--- src/rtl/share_port_bridge.sv ---
`default_nettype none
// +----------------------------------------------------------------------------+
// | Module   : share_port_bridge                                               |
// | Brief    : Regroups share-major words bit-major for a masked S-box core,   |
// |            gathers fresh PRD beats and returns core results share-major.   |
// | Revision : 1.0 - initial release                                           |
// +----------------------------------------------------------------------------+
module share_port_bridge #(
    parameter int WIDTH     = 8,
    parameter int NSHARES   = 2,
    parameter int RND_W     = 28,
    parameter int PRD_CHUNK = 4
) (
    input  logic                       clk_i,
    input  logic                       rst_ni,
    input  logic                       in_valid_i,
    output logic                       in_ready_o,
    input  logic [WIDTH*NSHARES-1:0]   data_i,
    input  logic [1:0]                 op_i,
    input  logic                       prd_valid_i,
    input  logic [PRD_CHUNK-1:0]       prd_i,
    output logic                       prd_ready_o,
    output logic                       en_o,
    output logic [1:0]                 op_o,
    output logic [WIDTH*NSHARES-1:0]   bits_o,
    output logic [RND_W-1:0]           prd_o,
    input  logic                       out_req_i,
    input  logic [WIDTH*NSHARES-1:0]   core_bits_i,
    output logic                       out_ack_o,
    output logic                       out_valid_o,
    input  logic                       out_ready_i,
    output logic [WIDTH*NSHARES-1:0]   data_o
);

    localparam int c_DW     = WIDTH * NSHARES;
    localparam int c_NBEATS = RND_W / PRD_CHUNK;
    localparam int c_CNT_W  = $clog2(c_NBEATS + 1);
    localparam logic [c_CNT_W-1:0] c_FULL = c_CNT_W'(c_NBEATS);

    localparam logic [2:0] c_ST_IDLE = 3'd0;
    localparam logic [2:0] c_ST_ARM  = 3'd1;
    localparam logic [2:0] c_ST_FIRE = 3'd2;
    localparam logic [2:0] c_ST_WAIT = 3'd3;
    localparam logic [2:0] c_ST_HOLD = 3'd4;

    generate
        if ((RND_W % PRD_CHUNK) != 0 || NSHARES < 2) begin : g_param_check
            $error("share_port_bridge: RND_W must be a multiple of PRD_CHUNK and NSHARES >= 2");
        end
    endgenerate

    logic [2:0]         r_state;
    logic [2:0]         w_state_next;
    logic [c_DW-1:0]    r_bits;
    logic [c_DW-1:0]    r_data;
    logic [1:0]         r_op;
    logic [RND_W-1:0]   r_prd;
    logic [RND_W-1:0]   r_col;
    logic [c_CNT_W-1:0] r_cnt;
    logic               r_ack;
    logic [c_DW-1:0]    w_bits_in;
    logic [c_DW-1:0]    w_data_in;
    logic               w_full;
    logic               w_accept;
    logic               w_fire;
    logic               w_beat;
    logic               w_req;
    logic               w_done;

    generate
        for (genvar b = 0; b < WIDTH; b++) begin : g_bit
            for (genvar s = 0; s < NSHARES; s++) begin : g_share
                assign w_bits_in[b*NSHARES+s] = data_i[s*WIDTH+b];
                assign w_data_in[s*WIDTH+b]   = core_bits_i[b*NSHARES+s];
            end
        end
    endgenerate

    assign w_full   = (r_cnt == c_FULL);
    assign w_accept = (r_state == c_ST_IDLE) && in_valid_i;
    assign w_fire   = (r_state == c_ST_ARM) && w_full;
    // A full collector refuses beats, so a fill can never coincide with the snapshot.
    assign w_beat   = prd_valid_i && !w_full;
    assign w_req    = (r_state == c_ST_WAIT) && out_req_i;
    assign w_done   = (r_state == c_ST_HOLD) && out_ready_i;

    always_ff @(posedge clk_i) begin
        if (!rst_ni) begin
            r_state <= c_ST_IDLE;
        end else begin
            r_state <= w_state_next;
        end
    end

    always_comb begin
        w_state_next = r_state;
        case (r_state)
            c_ST_IDLE: if (in_valid_i)  w_state_next = c_ST_ARM;
            c_ST_ARM:  if (w_full)      w_state_next = c_ST_FIRE;
            c_ST_FIRE:                  w_state_next = c_ST_WAIT;
            c_ST_WAIT: if (out_req_i)   w_state_next = c_ST_HOLD;
            c_ST_HOLD: if (out_ready_i) w_state_next = c_ST_IDLE;
            default:                    w_state_next = c_ST_IDLE;
        endcase
    end

    always_ff @(posedge clk_i) begin
        if (!rst_ni) begin
            r_bits <= '0;
            r_data <= '0;
            r_op   <= '0;
            r_prd  <= '0;
            r_col  <= '0;
            r_cnt  <= '0;
            r_ack  <= 1'b0;
        end else begin
            if (w_accept) begin
                r_bits <= w_bits_in;
                r_op   <= op_i;
            end
            if (w_fire) begin
                r_prd <= r_col;
                r_col <= '0;
                r_cnt <= '0;
            end else if (w_beat) begin
                r_col[32'(r_cnt)*PRD_CHUNK +: PRD_CHUNK] <= prd_i;
                r_cnt <= r_cnt + c_CNT_W'(1);
            end
            r_ack <= w_req;
            if (w_req) begin
                r_data <= w_data_in;
            end
            // Scrub shares and randomness once the result has been handed off.
            if (w_done) begin
                r_data <= '0;
                r_bits <= '0;
                r_prd  <= '0;
            end
        end
    end

    assign in_ready_o  = (r_state == c_ST_IDLE);
    assign prd_ready_o = !w_full;
    assign en_o        = (r_state == c_ST_FIRE);
    assign op_o        = r_op;
    assign bits_o      = r_bits;
    assign prd_o       = r_prd;
    assign out_ack_o   = r_ack;
    assign out_valid_o = (r_state == c_ST_HOLD);
    assign data_o      = r_data;

endmodule
`default_nettype wire

--- config.mk ---
export PLATFORM = sky130hd
export DESIGN_NAME = share_port_bridge
export DESIGN_NICKNAME = d
export VERILOG_FILES = /design/src/rtl/share_port_bridge.sv
export SDC_FILE = /design/constraint.sdc
export NUM_CORES = 1
export LEC_CHECK = 0
export ABC_CLOCK_PERIOD_IN_PS = 2700
export BUFFER_PORTS_ARGS = -buffer_cell sky130_fd_sc_hd__buf_2
export CAP_MARGIN = 20
export CORE_ASPECT_RATIO = 0.75
export CORE_UTILIZATION = 45
export DETAILED_ROUTE_END_ITERATION = 7
export PLACE_DENSITY = 0.78
export SKIP_CTS_REPAIR_TIMING = 1
export SYNTH_ARGS = -nofsm -noshare
export SYNTH_HDL_FRONTEND = slang
export SYNTH_SLANG_ARGS = --single-unit
--- constraint.sdc ---
create_clock -name clk_i -period 2.7 [get_ports clk_i]
set_clock_uncertainty 0.05 [all_clocks]
set_input_delay 0.135 -clock clk_i [delete_from_list [all_inputs] [get_ports clk_i]]
set_output_delay 0.135 -clock clk_i [all_outputs]
set_load 0.03 [all_outputs]
# After elaboration in Yosys (flattened, before gate mapping)
# Cells that the tools add are included.
# W data, S select, Z words.
word_totals:
  in_bits: 44
  output_inout_bits: 67
  reg_bits: 97
classes:
  eq_ne: 9
  n_reduce_logical: 10
  shifts: 2
  bitwise_logic: 1
  n_addsub: 2
  n_mux: 6
ops:
  columns: ["cell", "n"]
  rows:
  - ["$neg A5 Y34", 1]
  - ["$shift A4 B34 Y28 const A", 1]
  - ["$shiftx A4 B34 Y28", 1]
  - ["$bwmux W28", 1]
  - ["$pmux W3 S5", 1]
  - ["$mux W3", 4]
  - ["$eq A3 B2 Y1 const B", 2]
  - ["$eq A3 B3 Y1 const B", 2]
  - ["$ne A2 B2 Y1 const B", 3]
  - ["$logic_and A1 B1 Y1", 5]
  - ["$reduce_and A4 Y1", 1]
  - ["$reduce_or A2 Y1", 2]
  - ["$add A3 B1 Y3 const B", 1]
  - ["$eq A3 B1 Y1 const B", 1]
  - ["$logic_not A3 Y1", 1]
  - ["$ne A2 B1 Y1 const B", 1]
  - ["$logic_not A1 Y1", 1]
  - ["$not A1 Y1", 1]

# Logic depth before layout (Yosys ltp)
# Gate-level depths: netlist of the first run.
depth:
  ltp_word: 3
  ltp_mapped: 9
  depth_no_buf: 7

# Least setup slack after synthesis of the first run
# OpenSTA, ideal clock, no wires.
synth_path:
  kind: "register -> register"
  startpoint: "register r_cnt[0]"
  endpoint: "register r_col[8]"
  t_required_ns: 2.533
  synth_period_minus_slack_ns: 2.016
  slack_ns: 0.684
  n_path_buf: 1
  arrival_ns: 1.849
  stages_incl_launch_ff: 9
  cell_sequence: "dfxtp_1 -> buf_2 -> inv_1 -> ha_1 -> ha_1 -> nand4bb_4 -> nor3b_4 -> mux2i_1 -> nor2_1"
synth_via:
  elab_chain_len: 3
  word_cells_on_any_way: 9
  cone_classes: "add/sub (1); eq/ne (1); shift (2); mux (1); reduce/logical (4)"
synth_lines:
  columns: ["element", "line", "rtl"]
  rows:
  - ["start: declaration", "59", "logic [c_CNT_W-1:0] r_cnt;"]
  - ["start signal: assignment", "127", "r_cnt <= r_cnt + c_CNT_W'(1);"]
  - ["$neg A5 Y34 or $eq A3 B3 Y1 (tied branches)", "126, 79", null]
  - ["$shiftx A4 B34 Y28, or another cell as far along", "126", "r_col[32'(r_cnt)*PRD_CHUNK +: PRD_CHUNK] <= prd_i;"]
  - ["$bwmux W28, or another cell as far along", "126", null]
  - ["end signal: indexed assignment", "126", null]
  - ["end: declaration", "58", "logic [RND_W-1:0] r_col;"]
# Several ways; a longest one is shown, not always the timed one.
# A chain may end at the register's enable or synchronous reset.

# Final worst setup path of the first run
# Ends and elaborated chain as after synthesis.

==> reports/results.txt, run 1 <==
Slew Limit Headroom - 58.4%
Area grow syn2layout - 27.3%
Via count - 3,421
DP HPWL - 6.06 mm
Slew Viols, Final - 0
Mean Syn Cell Area - 8.57 sq um
Initial Util - 47.3%
Routed WL - 9.13 mm
CP required - 2.90 ns
CP arrival - 2.53 ns
Drt pass-1 iters - 4
Leak - 2.05 nW
CTS tree - done
Setup TNS - 0 ns
Worst setup SP type - flip-flop
Area of the core - 8020 sq um
Tmin final - 2.33 ns
Drt wl/cell - 13.3 um
Yosys warning total - 0
GP Congestion - 0.903
Critical-path cell list - inv_1 -> ha_1 -> ha_1 -> nand4bb_4 -> nor3b_4 -> mux2i_1 -> nor2_1
FF-to-FF End - r_col[8]
RR Startpoint - r_cnt[0]
CP endpoint - r_col[8]
Kind of critical path - flip-flop to flip-flop
IO buf count - 110
Final-report setup violation count - 0
Crit-path max FO - 11
Delay-heaviest family, CP - adder cells
VDD IR max - 0.000275 V
Hold WC Path Type - primary input to flip-flop
CTS Buf Count - 9
DRT iter0 DRCs - 140
FF-to-FF path depth - 7
CTS Root Buffer Type - clkbuf_8
Final nets - 626
Crit-path max cell delay - 0.56 ns
Clock Path Buffers - 2
FF/Latch Area - 1940 sq um
Worst path slowest cell - dfxtp_1
Clk_lat worst skew - 0.36 ns
Initial antenna violation count - 0
GR Overflow Total - 0
FP Rows - 28
Die Height - 81.6 um
Inserted Diodes - 0
Critical Path Sink Type - flip-flop
Placed instance count - 635
Clock transition at path regs - 0.10 ns
Cells after synthesis - 443
DR vias/cell - 4.98
Largest net degree at the start of global routing - 55
CTS H-tree depth - 3
Non-filler cells, final - 687
Synthesized cell area - 3800 sq um
GRT Util Overall - 19.9%
Final period utilization - 86.2%
Multi-input logic area - 1630 sq um
Die ar. - 8820 sq um
Vias in the first global route - 2,873
Setup slack, reg-to-reg - 0.37 ns
Total power draw - 2.63 mW
Syn_nets - 492
Critical Path Stages - 7
First-pass GRT wire length - 13.5 mm
Register area share after synthesis - 51.1%
Number of fillers in the final layout - 721
RSZ-0062 raised after global routing - no
TritonCTS Sinks - 97
Cell repeated most along the worst path - ha_1
Power Density - 544 nW/um^2
I/O pin cnt - 111
Die X - 108 um
Final ANT Viol Nets - 0
Ratio of cells with drive above 1 in the final layout - 23.9%
Fin. Hold Viols - 0
Seq cells post-synth - 97
Buffers and inverters on the worst path - 1
Max frequency - 429 MHz
DRC - 0
Measured slew at the worst slew-check pin - 0.624 ns
Outcome - complete, no violations
Crit path from - r_cnt[0]
Max-capacitance violation count - 0
Netlist cell types - 35
-- tightest hold or removal path: cells and delay by family --
family / cells / cell delay (ns)
AOI/OAI and AO/OA: 1 / 0.15
buffers and inverters: 1 / 0.09
and+or+nand+nor: 1 / 0.04
-- cell usage after synthesis, drive strengths merged --
| master | count | share of area [%] |
|---|---|---|
| nand2 | 142 | 14 |
| dfxtp | 97 | 51 |
| a21oi | 74 | 9.7 |
| buf | 27 | 5.6 |
| nor2 | 26 | 2.6 |
| mux2i | 16 | 4.2 |
| nor2b | 9 | 1.6 |
| and2 | 7 | 1.2 |
| ha | 5 | 1.6 |
| nand3 | 5 | 0.66 |
| nand4 | 5 | 0.82 |
| o21ai | 5 | 0.66 |
| inv | 4 | 0.40 |
| nor3b | 4 | 1.2 |
| a21boi | 2 | 0.40 |
| nor3 | 2 | 0.56 |
| o21a | 2 | 0.40 |
| a21bo | 1 | 0.26 |
| a22oi | 1 | 0.20 |
| and3 | 1 | 0.16 |
| and4 | 1 | 0.23 |
| and4bb | 1 | 0.33 |
| nand3b | 1 | 0.20 |
| nand4b | 1 | 0.23 |
| nand4bb | 1 | 0.72 |
| nor4 | 1 | 0.33 |
| nor4bb | 1 | 0.26 |
| xnor2 | 1 | 0.23 |
-- metal layers --
layer,up-vias,part of all wire [%],global-route usage [%]
li1,1721,-,-
met4,0,1.7,6.99
met1,1571,44,24.6
met2,117,47,31.9
met3,12,6.9,7.30
met5,-,0,0
-- worst min path at each step --
stage | startpoint | end | slack (ns) | depth (start not counted)
CTS | core_bits_i[10] | data_o[5] | -0.07 | 3
finish | out_ready_i | r_state[2] | 0.04 | 3
floorplan | rst_ni | r_state[2] | 0.20 | 1
global route | out_ready_i | r_state[2] | 0.02 | 3
global placement | core_bits_i[0] | data_o[0] | 0.33 | 3
detailed placement | data_i[10] | bits_o[5] | 0.33 | 3
-- stage by stage --
step           util (%)  hold slack (ns)  cell area [sq um]  setup slack (ns)
4_1_cts            55.8          -0.0678               4480             0.405
3_3_place_gp       53.6            0.325               4300             0.557
6_report           60.3           0.0372               4840             0.371
5_1_grt            60.3           0.0170               4840             0.231
2_1_floorplan         -            0.203               3800             0.684
3_5_place_dp       53.6            0.331               4300             0.423
-- flip-flops by register name, indices dropped and copies added, names as in the netlist --
| name | cells |
|---|---|
| op_o | 2 |
| out_ack_o | 1 |
| prd_o | 28 |
| r_state | 3 |
| data_o | 16 |
| r_col | 28 |
| r_cnt | 3 |
| bits_o | 16 |
-- cells by family after synthesis --
logic type / Yosys count / synth area share, %
and+or+nand+nor: 208 / 25.2
DFF: 97 / 51.1
AOI/OAI and AO/OA: 85 / 11.7
buffers and inverters: 31 / 5.96
muxes: 16 / 4.22
adders and majority gates: 5 / 1.65
xor gates and xnor gates: 1 / 0.231
-- layout by cell type, fill, tap and decap left out, drive strengths merged, types with 7 or more instances in the layout --
cell type	synthesis	final
a21oi	74	74
and2	7	7
buf	27	114
clkbuf	0	10
dfxtp	97	97
dlygate4sd3	0	36
inv	4	8
mux2i	16	16
nand2	142	142
nor2	26	26
nor2b	9	9
-- power breakdown --
group          leakage [nW]  switching [mW]  total, mW  internal (mW)
logic                  1.17           0.164      0.285          0.121
registers             0.785          0.0186       1.47           1.45
clock network        0.0896           0.524      0.874          0.350
-- area by class of cell --
type | count | share of cell area [%]
clock buffers | 10 | 2.64
inverters | 4 | 0.310
repair buffers | 150 | 19.5
clock inverters | 6 | 1.03
flip-flops and latches | 97 | 40.1
well taps | 105 | 2.72
multi-input cells | 315 | 33.7
(Power assumes the default switching activity.)
==> inputs of run 2 (changes only) <==
--- a/config.mk
+++ b/config.mk
@@ -8,10 +8,12 @@
 export ABC_CLOCK_PERIOD_IN_PS = 2700
 export BUFFER_PORTS_ARGS = -buffer_cell sky130_fd_sc_hd__buf_2
 export CAP_MARGIN = 20
+export CELL_PAD_IN_SITES_DETAIL_PLACEMENT = 2
+export CELL_PAD_IN_SITES_GLOBAL_PLACEMENT = 2
 export CORE_ASPECT_RATIO = 0.75
-export CORE_UTILIZATION = 45
+export CORE_UTILIZATION = 29
 export DETAILED_ROUTE_END_ITERATION = 7
-export PLACE_DENSITY = 0.78
+export PLACE_DENSITY = 0.85
 export SKIP_CTS_REPAIR_TIMING = 1
 export SYNTH_ARGS = -nofsm -noshare
 export SYNTH_HDL_FRONTEND = slang
==> run 2 against run 1 <==
Against the previous run: the run now ends with hold timing left; core utilization shrank 21 points; sequential cell count unchanged; non-clock buffer count is 23 lower; clock power up 70%; worst setup slack lost 0.12 ns; routed wire length up 30%; register-to-register slack got worse by 0.12 ns; design area up 0.54%.
==> reports/results.txt, run 2 (synthesized netlist as in run 1, its figures left out) <==
Outcome - finished, violations left
Failing checks - hold timing
TritonCTS Sinks - 97 (unchanged)
DR vias/cell - 4.73 (-5.1%)
Final ANT Viol Nets - 0 (unchanged)
Kind of critical path - flip-flop to flip-flop
Final nets - 603 (-3.7%)
Clock Path Buffers - 2 (unchanged)
Drt wl/cell - 16.4 um (+24%)
Measured slew at the worst slew-check pin - 0.668 ns (+0.0439 ns)
CTS Root Buffer Type - clkbuf_16
Power Density - 665 nW/um^2 (+22%)
IO buf count - 110 (unchanged)
Final period utilization - 90.8% (+4.5 points)
Fin. Hold Viols - 13 (+13)
Crit-path max FO - 11 (unchanged)
Leak - 2.03 nW (-0.75%)
Drt pass-1 iters - 4 (unchanged)
CP required - 2.87 ns (-0.03 ns)
Slew Viols, Final - 0 (unchanged)
Largest net degree at the start of global routing - 38 (-31%)
Critical Path Sink Type - flip-flop
Clock transition at path regs - 0.07 ns (-0.03 ns)
Hold WS - -0.0266 ns (-0.0638 ns)
Most frequent cells in the layout - nand2_1 (141), buf_2 (110), dfxtp_1 (97)
Max-capacitance violation count - 0 (unchanged)
Area of the core - 12,500 sq um (+56%)
VDD IR max - 0.000300 V (+9.2%)
Tmin final - 2.45 ns (+0.122 ns)
CP arrival - 2.62 ns (+0.09 ns)
Total power draw - 3.23 mW (+23%)
DRC - 0 (unchanged)
I/O pin cnt - 111 (unchanged)
Routed WL - 11.9 mm (+30%)
First-pass GRT wire length - 18.1 mm (+34%)
Vias in the first global route - 3,551 (+24%)
Max frequency - 408 MHz (-5.0%)
GR Overflow Total - 0 (unchanged)
DP HPWL - 8.19 mm (+35%)
RSZ-0062 raised after global routing - no
Slew Limit Headroom - 55.5% (-2.9 points)
Most common cell after layout, fill and taps aside - nand2_1
Setup TNS - 0 ns (unchanged)
Hold WC Path Type - primary input to flip-flop
CTS H-tree depth - 3 (unchanged)
Die Height - 101 um (+24%)
CTS Buf Count - 9 (unchanged)
Initial Util - 30.3% (-17 points)
Ratio of cells with drive above 1 in the final layout - 24.9% (+0.98 points)
DRT iter0 DRCs - 116 (-17%)
Via count - 3,426 (+0.15%)
CTS tree - done
Die ar. - 13,600 sq um (+54%)
GRT Util Overall - 17.2% (-2.6 points)
Inserted Diodes - 0 (unchanged)
Worst setup SP type - flip-flop
Die X - 134 um (+24%)
Initial antenna violation count - 0 (unchanged)
Final-report setup violation count - 0 (unchanged)
Clk_lat worst skew - 0.34 ns (-0.02 ns)
Area grow syn2layout - 28.0%
GP Congestion - 0.816 (-9.6%)
FP Rows - 35 (+25%)
-- run 2: cell types whose count changed in the layout (fill, tap and decap cells not counted), sizes merged --
cell / change
inv: -4
dlygate4sd3: -23
clkbuf: +1
bufinv: +3
-- run 2: layout make-up --
cell class	count	area (sq um)
clock buffers	11	243
flip-flops and latches	97	1940
clock inverters	5	103
multi-input cells	315	1630
inverters	4	15.0
fillers	1454	7660
well taps	166	208
repair buffers	127	723
-- run 2: critical path, stage by stage (launching register included) --
cell	delay, ns
dfxtp_1	0.45
ha_1	0.29
ha_1	0.26
nor2b_1	0.50
nand4_1	0.46
mux2i_1	0.29
nor2_1	0.05
-- run 2: routing by layer --
metal	routed length (um)	global-route usage, %	share of wire [%]
met1	5300	20.9	45
met2	6050	30.5	51
met3	385	3.92	3.2
met4	167	5.27	1.4
met5	0	0	0
-- run 2: where the power goes --
group | switching (mW) | leakage [nW] | internal, mW
Clock | 0.557 | 0.166 | 0.930
Sequential | 0.0204 | 0.785 | 1.45
Combinational | 0.169 | 1.08 | 0.101
Total | 0.746 | 2.03 | 2.49
-- run 2: final timing paths --
| check | startpoint | end | slack [ns] | cells after the start |
|---|---|---|---|---|
| worst max-delay path | r_cnt[0] | r_col[3] | 0.25 | 6 |
| worst min-delay path | core_bits_i[2] | data_o[1] | -0.03 | 3 |
| worst max register to register | r_cnt[0] | r_col[3] | 0.25 | 6 |
| worst min register to register | prd_o[15] | prd_o[15] | 0.40 | 2 |
-- run 2: metrics by stage --
step           utilization (%)  worst slack [ns]  instances  hold WS [ns]  cell area [sq um]
6_report                  38.8             0.250        725       -0.0266               4860
4_1_cts                   37.8             0.262        712       -0.0318               4730
3_3_place_gp              35.0             0.484        696         0.324               4390
3_5_place_dp              35.0             0.295        696         0.338               4390
5_1_grt                   38.8            0.0536        725       -0.0118               4860
2_1_floorplan                -             0.684        443         0.203               3800
==> inputs of run 3 (changes only) <==
--- a/config.mk
+++ b/config.mk
@@ -13,7 +13,7 @@
 export CORE_ASPECT_RATIO = 0.75
 export CORE_UTILIZATION = 29
 export DETAILED_ROUTE_END_ITERATION = 7
-export PLACE_DENSITY = 0.85
+export PLACE_DENSITY = 0.77
 export SKIP_CTS_REPAIR_TIMING = 1
 export SYNTH_ARGS = -nofsm -noshare
 export SYNTH_HDL_FRONTEND = slang
==> run 3 against run 2 <==
Against the previous run: the flow still finishes with violations (hold timing); hold slack better by 0.0033 ns; final cell count up 1.9%; via count up 1.6%.
==> reports/results.txt, run 3 (synthesized netlist as in run 1, its figures left out) <==
Clk_lat worst skew - 0.35 ns (about the same)
Drt wl/cell - 16.2 um (-1.4%)
Measured slew at the worst slew-check pin - 0.707 ns (+0.0390 ns)
Inserted Diodes - 0 (unchanged)
Final-report setup violation count - 0 (unchanged)
GRT Util Overall - 17.4% (+0.13 points)
Initial antenna violation count - 0 (unchanged)
Critical-path cell list - inv_1 -> ha_1 -> ha_1 -> nand4bb_4 -> nor3b_4 -> mux2i_1 -> nor2_1
Tmin final - 2.48 ns (+0.0315 ns)
Kind of critical path - flip-flop to flip-flop
Leak - 2.09 nW (+2.9%)
Slew Viols, Final - 0 (unchanged)
DR vias/cell - 4.71 (-0.35%)
Most frequent cells in the layout - nand2_1 (141), buf_2 (110), dfxtp_1 (97)
Fin. Hold Viols - 5 (-8)
Die X - 134 um (unchanged)
CP required - 2.87 ns (about the same)
RSZ-0062 raised after global routing - no
Crit-path max cell delay - 0.58 ns (+0.08 ns)
Final ANT Viol Nets - 0 (unchanged)
Clock transition at path regs - 0.07 ns (about the same)
DRC - 0 (unchanged)
Final period utilization - 91.9% (+1.2 points)
Max-capacitance violation count - 0 (unchanged)
Critical Path Sink Type - flip-flop
Most common cell after layout, fill and taps aside - nand2_1
Ratio of cells with drive above 1 in the final layout - 24.1% (-0.78 points)
First-pass GRT wire length - 18.3 mm (+1.1%)
Routed WL - 12.0 mm (+0.47%)
DP HPWL - 8.21 mm (+0.26%)
Hold WS - -0.0234 ns (+0.00327 ns)
FP Rows - 35 (unchanged)
Die ar. - 13,600 sq um (unchanged)
Max frequency - 403 MHz (-1.3%)
Slew Limit Headroom - 52.9% (-2.6 points)
Worst setup SP type - flip-flop
Vias in the first global route - 3,679 (+3.6%)
Power Density - 644 nW/um^2 (-3.1%)
CTS tree - done
Hold WC Path Type - primary input to flip-flop
Drt pass-1 iters - 4 (unchanged)
Crit-path max FO - 11 (unchanged)
DRT iter0 DRCs - 95 (-18%)
Die Height - 101 um (unchanged)
Cell repeated most along the worst path - ha_1
Area grow syn2layout - 31.8%
Largest net degree at the start of global routing - 37 (-2.6%)
Buffers and inverters on the worst path - 1 (+1)
Area of the core - 12,500 sq um (unchanged)
CP arrival - 2.65 ns (+0.03 ns)
CTS H-tree depth - 3 (unchanged)
Via count - 3,480 (+1.6%)
CTS Buf Count - 9 (unchanged)
Initial Util - 30.3% (unchanged)
Final nets - 617 (+2.3%)
IO buf count - 110 (unchanged)
Non-filler cells, final - 739 (+1.9%)
I/O pin cnt - 111 (unchanged)
Setup TNS - 0 ns (unchanged)
Delay-heaviest family, CP - adder cells
CTS Root Buffer Type - clkbuf_16
Placed instance count - 696 (unchanged)
VDD IR max - 0.000381 V (+27%)
Clock Path Buffers - 2 (unchanged)
Outcome - finished, violations left
TritonCTS Sinks - 97 (unchanged)
Worst path slowest cell - dfxtp_1
GR Overflow Total - 0 (unchanged)
Failing checks - hold timing
GP Congestion - 0.753 (-7.7%)
## run 3: cell types whose count changed in the layout (fill, tap and decap cells not counted), sizes merged
cell | before | now
clkinvlp | 1 | 0
dlygate4sd3 | 13 | 27
clkinv | 1 | 2
## run 3: layout make-up
cell class | instances | area (sq um)
Clock buffer | 11 | 233
Clock inverter | 5 | 104
Fill cell | 1429 | 7520
Inverter | 4 | 15.0
Multi-Input combinational cell | 315 | 1630
Sequential cell | 97 | 1940
Tap cell | 166 | 208
Timing Repair Buffer | 141 | 876
## run 3: per-stage QoR
| step | hold slack, ns | total power [mW] | worst slack [ns] | util (%) | cell area (sq um) |
|---|---|---|---|---|---|
| CTS | -0.0443 | 3.24 | 0.247 | 37.8 | 4740 |
| floorplan | 0.203 | 1.68 | 0.684 | - | 3800 |
| global route | -0.000656 | 3.35 | 0.0475 | 40.0 | 5010 |
| global placement | 0.326 | 1.75 | 0.524 | 35.1 | 4400 |
| detailed placement | 0.333 | 1.76 | 0.281 | 35.1 | 4400 |
| finish | -0.0234 | 3.23 | 0.218 | 40.0 | 5010 |
## run 3: per-layer routing
metal | up-vias | GRT usage (%) | part of all wire, %
met1 | 1698 | 20.1 | 44
met4 | 0 | 6.48 | 1.7
li1 | 1702 | - | -
met3 | 16 | 5.48 | 4.5
met5 | - | 0 | 0
met2 | 64 | 30.2 | 49
## run 3: where the power goes
| part | leakage (nW) | internal [mW] | switching, mW |
|---|---|---|---|
| combinational | 1.14 | 0.115 | 0.175 |
| sequential | 0.785 | 1.45 | 0.0216 |
| clock | 0.164 | 0.906 | 0.553 |
## run 3: final timing paths
kind,from,endpoint,slack (ns),cells after the start
setup / recovery,r_cnt[0],r_col[9],0.22,7
hold / removal,core_bits_i[8],data_o[4],-0.02,3
setup reg to reg,r_cnt[0],r_col[9],0.22,7
hold reg to reg,prd_o[15],prd_o[15],0.41,2
## run 3: tightest hold or removal path, stage by stage
cell and delay [ns]:
buf_2 0.10, nand2_1 0.05, a21oi_1 0.05
